File: src/rtl/mmio_arbiter.sv
`default_nettype none
// ============================================================================
// Module      : mmio_arbiter
// Description : Two-master arbiter for the shared MMIO data bus. M0 is the
//               CPU load/store port and M1 is the DMA/serial loader.
//               Arbitration is round-robin. M1 may hold bounded locked
//               bursts, and a starvation guard protects M0. Read data
//               returns one cycle after the grant and is tagged to the
//               master that issued the read.
// Revision    : 1.0 - initial release
// ============================================================================
module mmio_arbiter #(
  parameter int MAX_BURST    = 8,
  parameter int STARVE_LIMIT = 4
) (
  input  logic        clk,
  input  logic        rst_n,
  input  logic        m0_req,
  input  logic        m0_we,
  input  logic [31:0] m0_addr,
  input  logic [31:0] m0_wdata,
  input  logic [3:0]  m0_wmask,
  input  logic        m1_req,
  input  logic        m1_we,
  input  logic [31:0] m1_addr,
  input  logic [31:0] m1_wdata,
  input  logic [3:0]  m1_wmask,
  input  logic        m1_lock,
  output logic        m0_gnt,
  output logic        m1_gnt,
  output logic        m0_rvalid,
  output logic        m1_rvalid,
  output logic [31:0] m0_rdata,
  output logic [31:0] m1_rdata,
  output logic        bus_re,
  output logic        bus_we,
  output logic [31:0] bus_addr,
  output logic [31:0] bus_wdata,
  output logic [3:0]  bus_wmask,
  input  logic [31:0] bus_rdata
);

  localparam logic [7:0] c_max_burst    = 8'(MAX_BURST);
  localparam logic [7:0] c_starve_limit = 8'(STARVE_LIMIT);

  typedef enum logic [0:0] {
    ST_ARB   = 1'b0,
    ST_BURST = 1'b1
  } state_t;

  state_t      r_state;
  state_t      w_state_nxt;
  logic        r_last;          // 1 = M1 was granted most recently
  logic [7:0]  r_burst_cnt;
  logic [7:0]  w_burst_cnt_nxt;
  logic [7:0]  r_starve_cnt;
  logic        r_rtag_v;
  logic        r_rtag_id;       // 1 = read belongs to M1
  logic        w_arb_g0;
  logic        w_arb_g1;
  logic        w_force_m0;
  logic        w_burst_hold;

  // M0 is forced only while it is actually asking; a withdrawn request
  // leaves the normal rules in charge.
  assign w_force_m0   = m0_req & (r_starve_cnt == c_starve_limit);
  assign w_burst_hold = (r_state == ST_BURST) & m1_lock &
                        (r_burst_cnt < c_max_burst) & ~w_force_m0;

  // Winner selection and next FSM state / burst count.
  always_comb begin
    w_arb_g0        = 1'b0;
    w_arb_g1        = 1'b0;
    w_state_nxt     = r_state;
    w_burst_cnt_nxt = r_burst_cnt;
    if (w_burst_hold) begin
      // Burst continues; an idle M1 cycle lets M0 through without ending it.
      if (m1_req) begin
        w_arb_g1        = 1'b1;
        w_burst_cnt_nxt = r_burst_cnt + 8'd1;
      end else begin
        w_arb_g0 = m0_req;
      end
    end else begin
      if (w_force_m0) begin
        w_arb_g0 = 1'b1;
      end else if (m0_req && m1_req) begin
        w_arb_g0 = r_last;
        w_arb_g1 = ~r_last;
      end else begin
        w_arb_g0 = m0_req;
        w_arb_g1 = m1_req;
      end
      if (w_arb_g1 && m1_lock) begin
        w_state_nxt     = ST_BURST;
        w_burst_cnt_nxt = 8'd1;
      end else begin
        w_state_nxt     = ST_ARB;
        w_burst_cnt_nxt = 8'd0;
      end
    end
  end

  // Grants are suppressed while reset is asserted so the bus stays quiet.
  assign m0_gnt = w_arb_g0 & rst_n;
  assign m1_gnt = w_arb_g1 & rst_n;

  assign bus_re    = (m0_gnt & ~m0_we) | (m1_gnt & ~m1_we);
  assign bus_we    = (m0_gnt & m0_we) | (m1_gnt & m1_we);
  assign bus_addr  = m0_gnt ? m0_addr  : (m1_gnt ? m1_addr  : 32'd0);
  assign bus_wdata = m0_gnt ? m0_wdata : (m1_gnt ? m1_wdata : 32'd0);
  assign bus_wmask = m0_gnt ? m0_wmask : (m1_gnt ? m1_wmask : 4'd0);

  assign m0_rvalid = r_rtag_v & ~r_rtag_id;
  assign m1_rvalid = r_rtag_v & r_rtag_id;
  assign m0_rdata  = m0_rvalid ? bus_rdata : 32'd0;
  assign m1_rdata  = m1_rvalid ? bus_rdata : 32'd0;

  // FSM, round-robin pointer and burst counter.
  always_ff @(posedge clk or negedge rst_n) begin
    if (!rst_n) begin
      r_state     <= ST_ARB;
      r_last      <= 1'b1;
      r_burst_cnt <= 8'd0;
    end else begin
      r_state     <= w_state_nxt;
      r_burst_cnt <= w_burst_cnt_nxt;
      if (m0_gnt) begin
        r_last <= 1'b0;
      end else if (m1_gnt) begin
        r_last <= 1'b1;
      end
    end
  end

  // Saturating count of cycles M0 has waited with its request up.
  always_ff @(posedge clk or negedge rst_n) begin
    if (!rst_n) begin
      r_starve_cnt <= 8'd0;
    end else if (!m0_req || m0_gnt) begin
      r_starve_cnt <= 8'd0;
    end else if (r_starve_cnt != 8'hFF) begin
      r_starve_cnt <= r_starve_cnt + 8'd1;
    end
  end

  // Read tag: remembers who owns the data arriving next cycle.
  always_ff @(posedge clk or negedge rst_n) begin
    if (!rst_n) begin
      r_rtag_v  <= 1'b0;
      r_rtag_id <= 1'b0;
    end else begin
      r_rtag_v  <= bus_re;
      r_rtag_id <= m1_gnt;
    end
  end

endmodule
`default_nettype wire

File: config.mk
export PLATFORM = sky130hd
export DESIGN_NAME = mmio_arbiter
export DESIGN_NICKNAME = d
export VERILOG_FILES = /design/src/rtl/mmio_arbiter.sv
export SDC_FILE = /design/constraint.sdc
export NUM_CORES = 1
export LEC_CHECK = 0
export ABC_AREA = 1
export BUFFER_PORTS_ARGS = -buffer_cell sky130_fd_sc_hd__clkbuf_2
export CORE_AREA = 2 2 120 122
export CTS_CLUSTER_DIAMETER = 40
export CTS_CLUSTER_SIZE = 14
export DETAILED_ROUTE_END_ITERATION = 10
export DIE_AREA = 0 0 122 124
export SLEW_MARGIN = 5
export SYNTH_ARGS = -nofsm -noshare
export SYNTH_HDL_FRONTEND = slang
export SYNTH_SLANG_ARGS = --single-unit
File: constraint.sdc
create_clock -name clk -period 1.7 [get_ports clk]
set_input_delay 0.17 -clock clk [delete_from_list [all_inputs] [get_ports clk]]
set_output_delay 0.17 -clock clk [all_outputs]
set_load 0.05 [all_outputs]
==> results of run 1 <==
[layer usage]
metal	share of wire, %	wire length [µm]	GRT usage (%)
met1	38	5760	19.0
met2	53	7950	28.0
met3	7.6	1150	3.94
met4	1.8	269	3.45
met5	0.086	13	0
[layout by cell type, fill, tap and decap left out, types with 3 or more instances in the layout]
cell type	n
buf_6	3
nor2_2	19
nor2_4	15
clkbuf_16	21
nor2_1	54
nand2_4	39
nand3_1	36
clkbuf_8	9
a21oi_1	3
dfrtp_1	19
nand3_2	35
buf_12	51
clkbuf_2	226
nand4_1	3
nand2_1	68
inv_2	8
buf_4	26
nand2_2	63
xor2_1	6
inv_1	48
buf_8	25
nand3_4	4
conb_1	4
[worst min-delay path by stage]
stage                      from              end  slack [ns]  cells after the start
after global placement    rst_n  r_starve_cnt[7]        0.26                      2
after CTS                 rst_n   r_burst_cnt[7]        0.01                      2
after floorplan           rst_n   r_burst_cnt[0]       -0.13                      0
final                     rst_n  r_starve_cnt[6]      -0.009                      2
after global routing      rst_n   r_burst_cnt[6]        0.02                      2
after detailed placement  rst_n  r_starve_cnt[7]        0.26                      2
[power by group]
part	switching [µW]	total, µW	internal [µW]
logic	1410	2410	1000
clock network	168	488	319
registers	11.9	513	501
total	1590	3410	1820
[cell type report]
| cell class | count | area share, % |
|---|---|---|
| timing repair buffer | 360 | 49.1 |
| multi-input combinational | 362 | 35.5 |
| sequential | 20 | 7.32 |
| inverter | 58 | 3.39 |
| tap | 180 | 3.28 |
| clock buffer | 4 | 1.15 |
| timing repair inverter | 1 | 0.128 |
| antenna | 2 | 0.0730 |
[worst max-delay path, delay by kind of cell (launching register included)]
family        cells  cell delay [ns]
simple gates      8             0.62
buf+inv           5             0.53
flops             1             0.36
fa+ha+maj         1             0.15
[registers in the layout, summed over array words and instances, names as in the netlist]
signal	cells
r_burst_cnt	8
r_last	1
r_rtag_id	1
r_rtag_v	1
r_starve_cnt	8
r_state	1
[metrics by stage]
step	power, µW	instance area, µm²	utilization [%]	setup slack (ns)
6_report	3410	6860	50.0	-0.399
5_1_grt	3570	6850	49.9	-0.525
4_1_cts	3170	6170	45.0	-0.376
3_5_place_dp	2450	5490	40.0	-0.214
3_3_place_gp	2440	5490	40.0	-0.182
2_1_floorplan	1720	2960	-	-0.0952
[cell families after synthesis]
group	count (synthesis)	synth area share (%)
other	1	0.146
xor gates and xnor gates	7	2.39
DFF	20	19.5
buffers and inverters	86	17.1
and+or+nand+nor	339	57.6
AOI/OAI and AO/OA	8	1.80
adders and majority gates	3	1.46
[what timing repair did]
action	in CTS	in global routing
setup endpoints to repair	72	76
resized for setup	112	116
gates cloned	1	10
hold buffers	1	0
endpoints found under the hold margin	7	0
pin swaps	3	13
setup buffers	1	7
==> Implementation_results.wiki, run 1 <==
{| class="wikitable"
! Metric !! Value
|-
| Vias || 4178
|-
| Floorplan core area || 13700 µm²
|-
| Overall die width || ~120 µm
|-
| Maximum number of pins on one net before global-route repair || 58
|-
| TritonCTS clock tree || built
|-
| Largest stage delay on the critical path || 0.36 ns
|-
| Sequential cell area fraction in the yosys report || 19.5%
|-
| Slowest library cell on the worst path || dfrtp_1
|-
| Number of buffers added on ports || 312
|-
| Detailed router's first-iteration violation count || 166
|-
| Peak clock frequency supported by timing || 0.476 GHz
|-
| Critical path class || reg2out
|-
| Post-Layout Cell Count || 987
|-
| Status || finished, violations left
|-
| Worst-skew pair later-pin latency || around 0.25 ns
|-
| Critical Path Source || r_starve_cnt[0]
|-
| Area of the die || 15100 µm²
|-
| Data arrival, critical path || 1.93 ns
|-
| Distinct cells, synth || 30
|-
| Clk pin slew, worst setup/hold paths || 0.05 ns
|-
| Worst voltage drop across the vdd grid || 284 µV
|-
| Post-Syn Area || 2570 µm²
|-
| Gate count after technology mapping || 464
|-
| Remaining Overflow, GRT || 0
|-
| Net count of the finished layout || about 1000
|-
| Startpoint type of the worst setup path || flop
|-
| Sinks on the clock net || 20
|-
| Routed length per placed instance || 15.3 µm
|-
| Internal reg-to-reg setup slack || around 0.030 ns
|-
| Max clock buf depth || 2
|-
| Area delta synth->final || 167%
|-
| Cell mode on critical path || nand2_2
|-
| Fin. max-slew vios || 0
|-
| Remaining antenna violation count after routing || 0
|-
| Fill cell instance count of the final layout || roughly 1300
|-
| Worst hold slack after final layout || -0.00890 ns
|-
| Type of element capturing the critical path || output pin
|-
| Number of detailed-route iterations in the first pass || 6
|-
| Largest area contributor in the synthesized netlist || nand2_1
|-
| Area share of the largest cell type after synthesis || a little under a quarter
|-
| Maximum net fanout on the critical path || 14
|-
| Min Clock Period, post-route || 2.10 ns
|-
| Final Skew || roughly 0.0018 ns
|-
| Total routing resource utilization after global routing || 15.7%
|-
| Critical R2R Launch || r_starve_cnt[0]
|-
| Worst Path Required || 1.53 ns
|-
| Smallest setup slack after layout || -0.399 ns
|-
| Number of buffers inserted during clock tree synthesis || 3
|-
| Power per standard cell area || between 400 and 500 nW/µm²
|-
| Total negative slack || -26.30 ns
|-
| Depth of the worst register-to-register path || 13
|-
| Violations in the final reports || negative hold slack, negative setup slack
|-
| Setup-failing EPs final || 72
|-
| Residual DRC || 0
|-
| CP Capture Point || bus_wdata[1]
|-
| FFs w/ async S/R, synth || 100%
|-
| Hold/Removal Path Class || in2async
|-
| Mean post-synth cell area || 5.53 µm²
|-
| Most frequent cells after synthesis || 156 x nand2_1, 87 x nor2_1, 67 x nand3_1, 55 x inv_1, 19 x dfrtp_1
|-
| Unrepaired setup endpoints after global routing || true
|-
| Clock root cell || clkbuf_16
|-
| Area of the multi-input gates || 2440 µm²
|-
| Die Height || 124 µm
|-
| Most frequently used flop master after synthesis || dfrtp_1
|-
| Fraction of layout instances using a drive strength above 1 || 68.9%
|-
| Number of H-tree branching levels || 1
|-
| Post-DP HPWL || 10.7 mm
|-
| Aggregate routed wire length || about 15 mm
|-
| Top cells by area in the synthesized netlist || nand2_1 23%, dfrtp_1 19%, nand3_1 13%, nor2_1 13%, inv_1 8.0%
|-
| Number of antenna violations at the first check in global routing || 3
|-
| Cell Chain, Critical Path || inv_2, ha_4, nand2_2, inv_2, nand2_2, nor2_4, nor2_2, nand2_2, nand2_4, clkinv_8, clkbuf_16, nand2_1, nand2_2, buf_12
|-
| Number of enable-type register cells in the synthesized netlist || 0
|-
| Wire length of the first global-routing pass || 18.6 mm
|-
| Yosys warning count || 0
|-
| IO Pins || 313
|-
| Initial Util || a little under a fifth
|-
| Vias in the first global route || between 3000 and 4000
|-
| Number of max-cap violations || 0
|-
| Reg-to-reg endpoint || r_burst_cnt[0]
|-
| Total area of sequential cells || 502 µm²
|-
| Weighted congestion at the end of routability-driven global placement || 0.784
|-
| Placed cell count || around 960
|-
| Hold Vio Cnt, Final || 12
|-
| Leakage || ~0.0037 µW
|-
| Most frequently used cell type in the post-synthesis netlist || nand2_1
|-
| Via count normalized by instance count || 4.23
|-
| Final Cycle Share || 123%
|-
| Register bit count reported by yosys || 20
|-
| Number of standard-cell rows in the floorplan || 43
|}
Note: power is estimated with default switching activity, not from simulation.
==> run 2: changes to the inputs <==
==> constraint.sdc (replaced) <==
create_clock -name clk -period 2.06 [get_ports clk]
set_input_delay 0.206 -clock clk [delete_from_list [all_inputs] [get_ports clk]]
set_output_delay 0.206 -clock clk [all_outputs]
set_load 0.05 [all_outputs]
==> Implementation_results.wiki, run 2 (synthesis gave the netlist of run 1 again) <==
{| class="wikitable"
! Metric !! Value
|-
| Switching share of power || 44.8%
|-
| Most common library cell in the layout ignoring fill and taps || clkbuf_2
|-
| Status || finished, violations left
|-
| TritonCTS clock tree || built
|-
| Cell Chain, Critical Path || inv_1, ha_1, nand2_1, inv_1, nand2_1, nor2_2, inv_2, nand2_4, nand2_8, buf_16, nand3_1, nand2_1, clkbuf_8
|-
| Unrepaired setup endpoints after global routing || true
|-
| Total routing resource utilization after global routing || between 10% and 20%
|-
| Pwr Total || 2600 µW
|-
| Setup-failing EPs final || 67
|-
| Smallest setup slack after layout || -0.0720 ns
|-
| Power spent charging and discharging nets || 1170 µW
|-
| Fraction of layout instances using a drive strength above 1 || 52.9%
|-
| Peak clock frequency supported by timing || 0.469 GHz
|-
| Data arrival, critical path || about 1.9 ns
|-
| Internal portion of total power || 1440 µW
|-
| Leakage || 0.00327 µW
|-
| Critical path class || reg2out
|-
| Startpoint type of the worst setup path || flop
|-
| Sinks on the clock net || 20
|-
| Final Skew || 0.00280 ns
|-
| Power per standard cell area || 474 nW/µm²
|-
| Slowest library cell on the worst path || dfrtp_1
|-
| Largest stage delay on the critical path || 0.34 ns
|-
| Antenna Cells || 0
|-
| Net count of the finished layout || 959
|-
| Hold Vio Cnt, Final || 0
|-
| Vias || 4006
|-
| Type of element capturing the critical path || output pin
|-
| Clock root cell || clkbuf_16
|-
| Worst Max-Slew Pin Slew || ~0.59 ns
|-
| Number of detailed-route iterations in the first pass || 5
|-
| Area delta synth->final || 114%
|-
| Maximum number of pins on one net before global-route repair || 59
|-
| Number of standard-cell rows in the floorplan || 43
|-
| Max clock buf depth || 2
|-
| Wire length of the first global-routing pass || 17.9 mm
|-
| Pre-CTS setup slack || 0.0791 ns
|-
| Fill cell instance count of the final layout || 1446
|-
| Final Cycle Share || 103%
|-
| Cell mode on critical path || nand2_1
|-
| Leading cell types in the layout, fill and taps excluded || 240 x clkbuf_2, 118 x nand2_1, 85 x nor2_1
|-
| Residual DRC || 0
|-
| Min Clock Period, post-route || 2.13 ns
|-
| Maximum net fanout on the critical path || 33
|-
| Number of buffers inserted during clock tree synthesis || 3
|-
| Clk pin slew, worst setup/hold paths || ~0.060 ns
|-
| Routed length per placed instance || between 10 and 15 µm
|-
| Hold/Removal Path Class || in2reg
|-
| Fin. max-slew vios || 0
|-
| Detailed router's first-iteration violation count || ~150
|-
| Worst voltage drop across the vdd grid || 332 µV
|-
| Remaining antenna violation count after routing || 0
|-
| Worst hold slack after final layout || between 0.2 and 0.25 ns
|-
| Worst-skew pair later-pin latency || 0.25 ns
|-
| Die Height || 124 µm
|-
| Proportion of power drawn by flip-flops and latches || 16.3%
|-
| IO Pins || 313
|-
| Area of the multi-input gates || between 1500 and 2000 µm²
|-
| Number of H-tree branching levels || 1
|-
| Initial Util || a little under a fifth
|-
| Clock network power share || between 20% and 30%
|-
| Area of the die || around 15000 µm²
|-
| Biggest registers after layout || r_burst_cnt (8), r_starve_cnt (8)
|-
| Vias in the first global route || 3552
|-
| Combinational share of power || 63.3%
|-
| Overall die width || 122 µm
|-
| Floorplan core area || 13700 µm²
|-
| Via count normalized by instance count || 4.17
|-
| Violations in the final reports || negative setup slack
|-
| Worst Path Required || 1.85 ns
|-
| Aggregate routed wire length || about 13 mm
|-
| Total area of sequential cells || 503 µm²
|-
| Remaining Overflow, GRT || 0
|-
| Number of max-cap violations || 0
|-
| Number of antenna violations at the first check in global routing || 0
|-
| Post-DP HPWL || 9.92 mm
|-
| Worst slew margin relative to its limit || 60.5%
|-
| Weighted congestion at the end of routability-driven global placement || between 0.8 and 0.9
|-
| Util after Layout || between 40% and 50%
|-
| Number of buffers added on ports || between 300 and 400
|}
## run 2: cell count changes in the layout (fill, tap and decap cells not counted), moves of 18 or more
cell / previous run / this run
nor2_1: 54 / 85
clkbuf_8: 9 / 28
nand2_4: 39 / 3
clkbuf_16: 21 / 3
nand3_1: 36 / 65
buf_12: 51 / 26
nand3_2: 35 / 10
nand2_1: 68 / 118
## run 2: worst max-delay path, delay by kind of cell, from the launching register on
family	cells	cell delay [ns]
and+or+nand+nor	7	0.58
buffers and inverters	5	0.54
DFF	1	0.34
adders and majority gates	1	0.18
## run 2: through the flow
stage / std cells / area (µm²) / TNS, ns
after CTS: 960 / 5400 / -2.99
after floorplan: 467 / 2580 / -1.22
after global routing: 960 / 5490 / -12.51
after detailed placement: 949 / 4680 / 0
final: 960 / 5490 / -1.55
after global placement: 949 / 4680 / 0
## run 2: repair_timing
item / in CTS / in global routing
setup endpoints to repair: 71 / 72
cloned: 2 / 0
endpoints found under the hold margin: 8 / 0
resized for setup: 132 / 45
pin swaps: 13 / 0
hold buffers: 1 / 0
setup buffers: 4 / 0
## run 2: final timing paths
check	endpoint	from	cells past startpoint	slack (ns)
worst max register to register	r_starve_cnt[1]	r_starve_cnt[0]	9	0.40
worst max-delay path	bus_addr[30]	r_starve_cnt[0]	13	-0.07
max in group asynchronous	r_last	rst_n	3	1.27
min in group asynchronous	r_state	rst_n	3	0.52
worst min register to register	r_last	r_last	2	0.50
worst min-delay path	r_state	m1_lock	3	0.21
## run 2: area by class of cell
class | instances | share of cell area (%)
repair buffers | 337 | 48.5
inverters | 58 | 4.19
multi-input cells | 361 | 32.2
well taps | 180 | 4.10
clock inverters | 1 | 0.547
clock buffers | 3 | 1.37
flip-flops and latches | 20 | 9.16
## run 2: metal layers
layer	up-vias	GRT usage, %	wire, µm
met5	-	0	0
met4	0	2.37	113
li1	2032	-	-
met2	198	26.6	6590
met3	14	3.21	1070
met1	1762	18.3	4920
## run 2: power groups by stage
stage	sequential, µW	combinational (µW)	clock [µW]
2_1_floorplan	430	894	0
3_3_place_gp	430	1420	0
3_5_place_dp	430	1420	0
4_1_cts	423	1610	544
5_1_grt	426	1740	562
6_report	424	1650	530
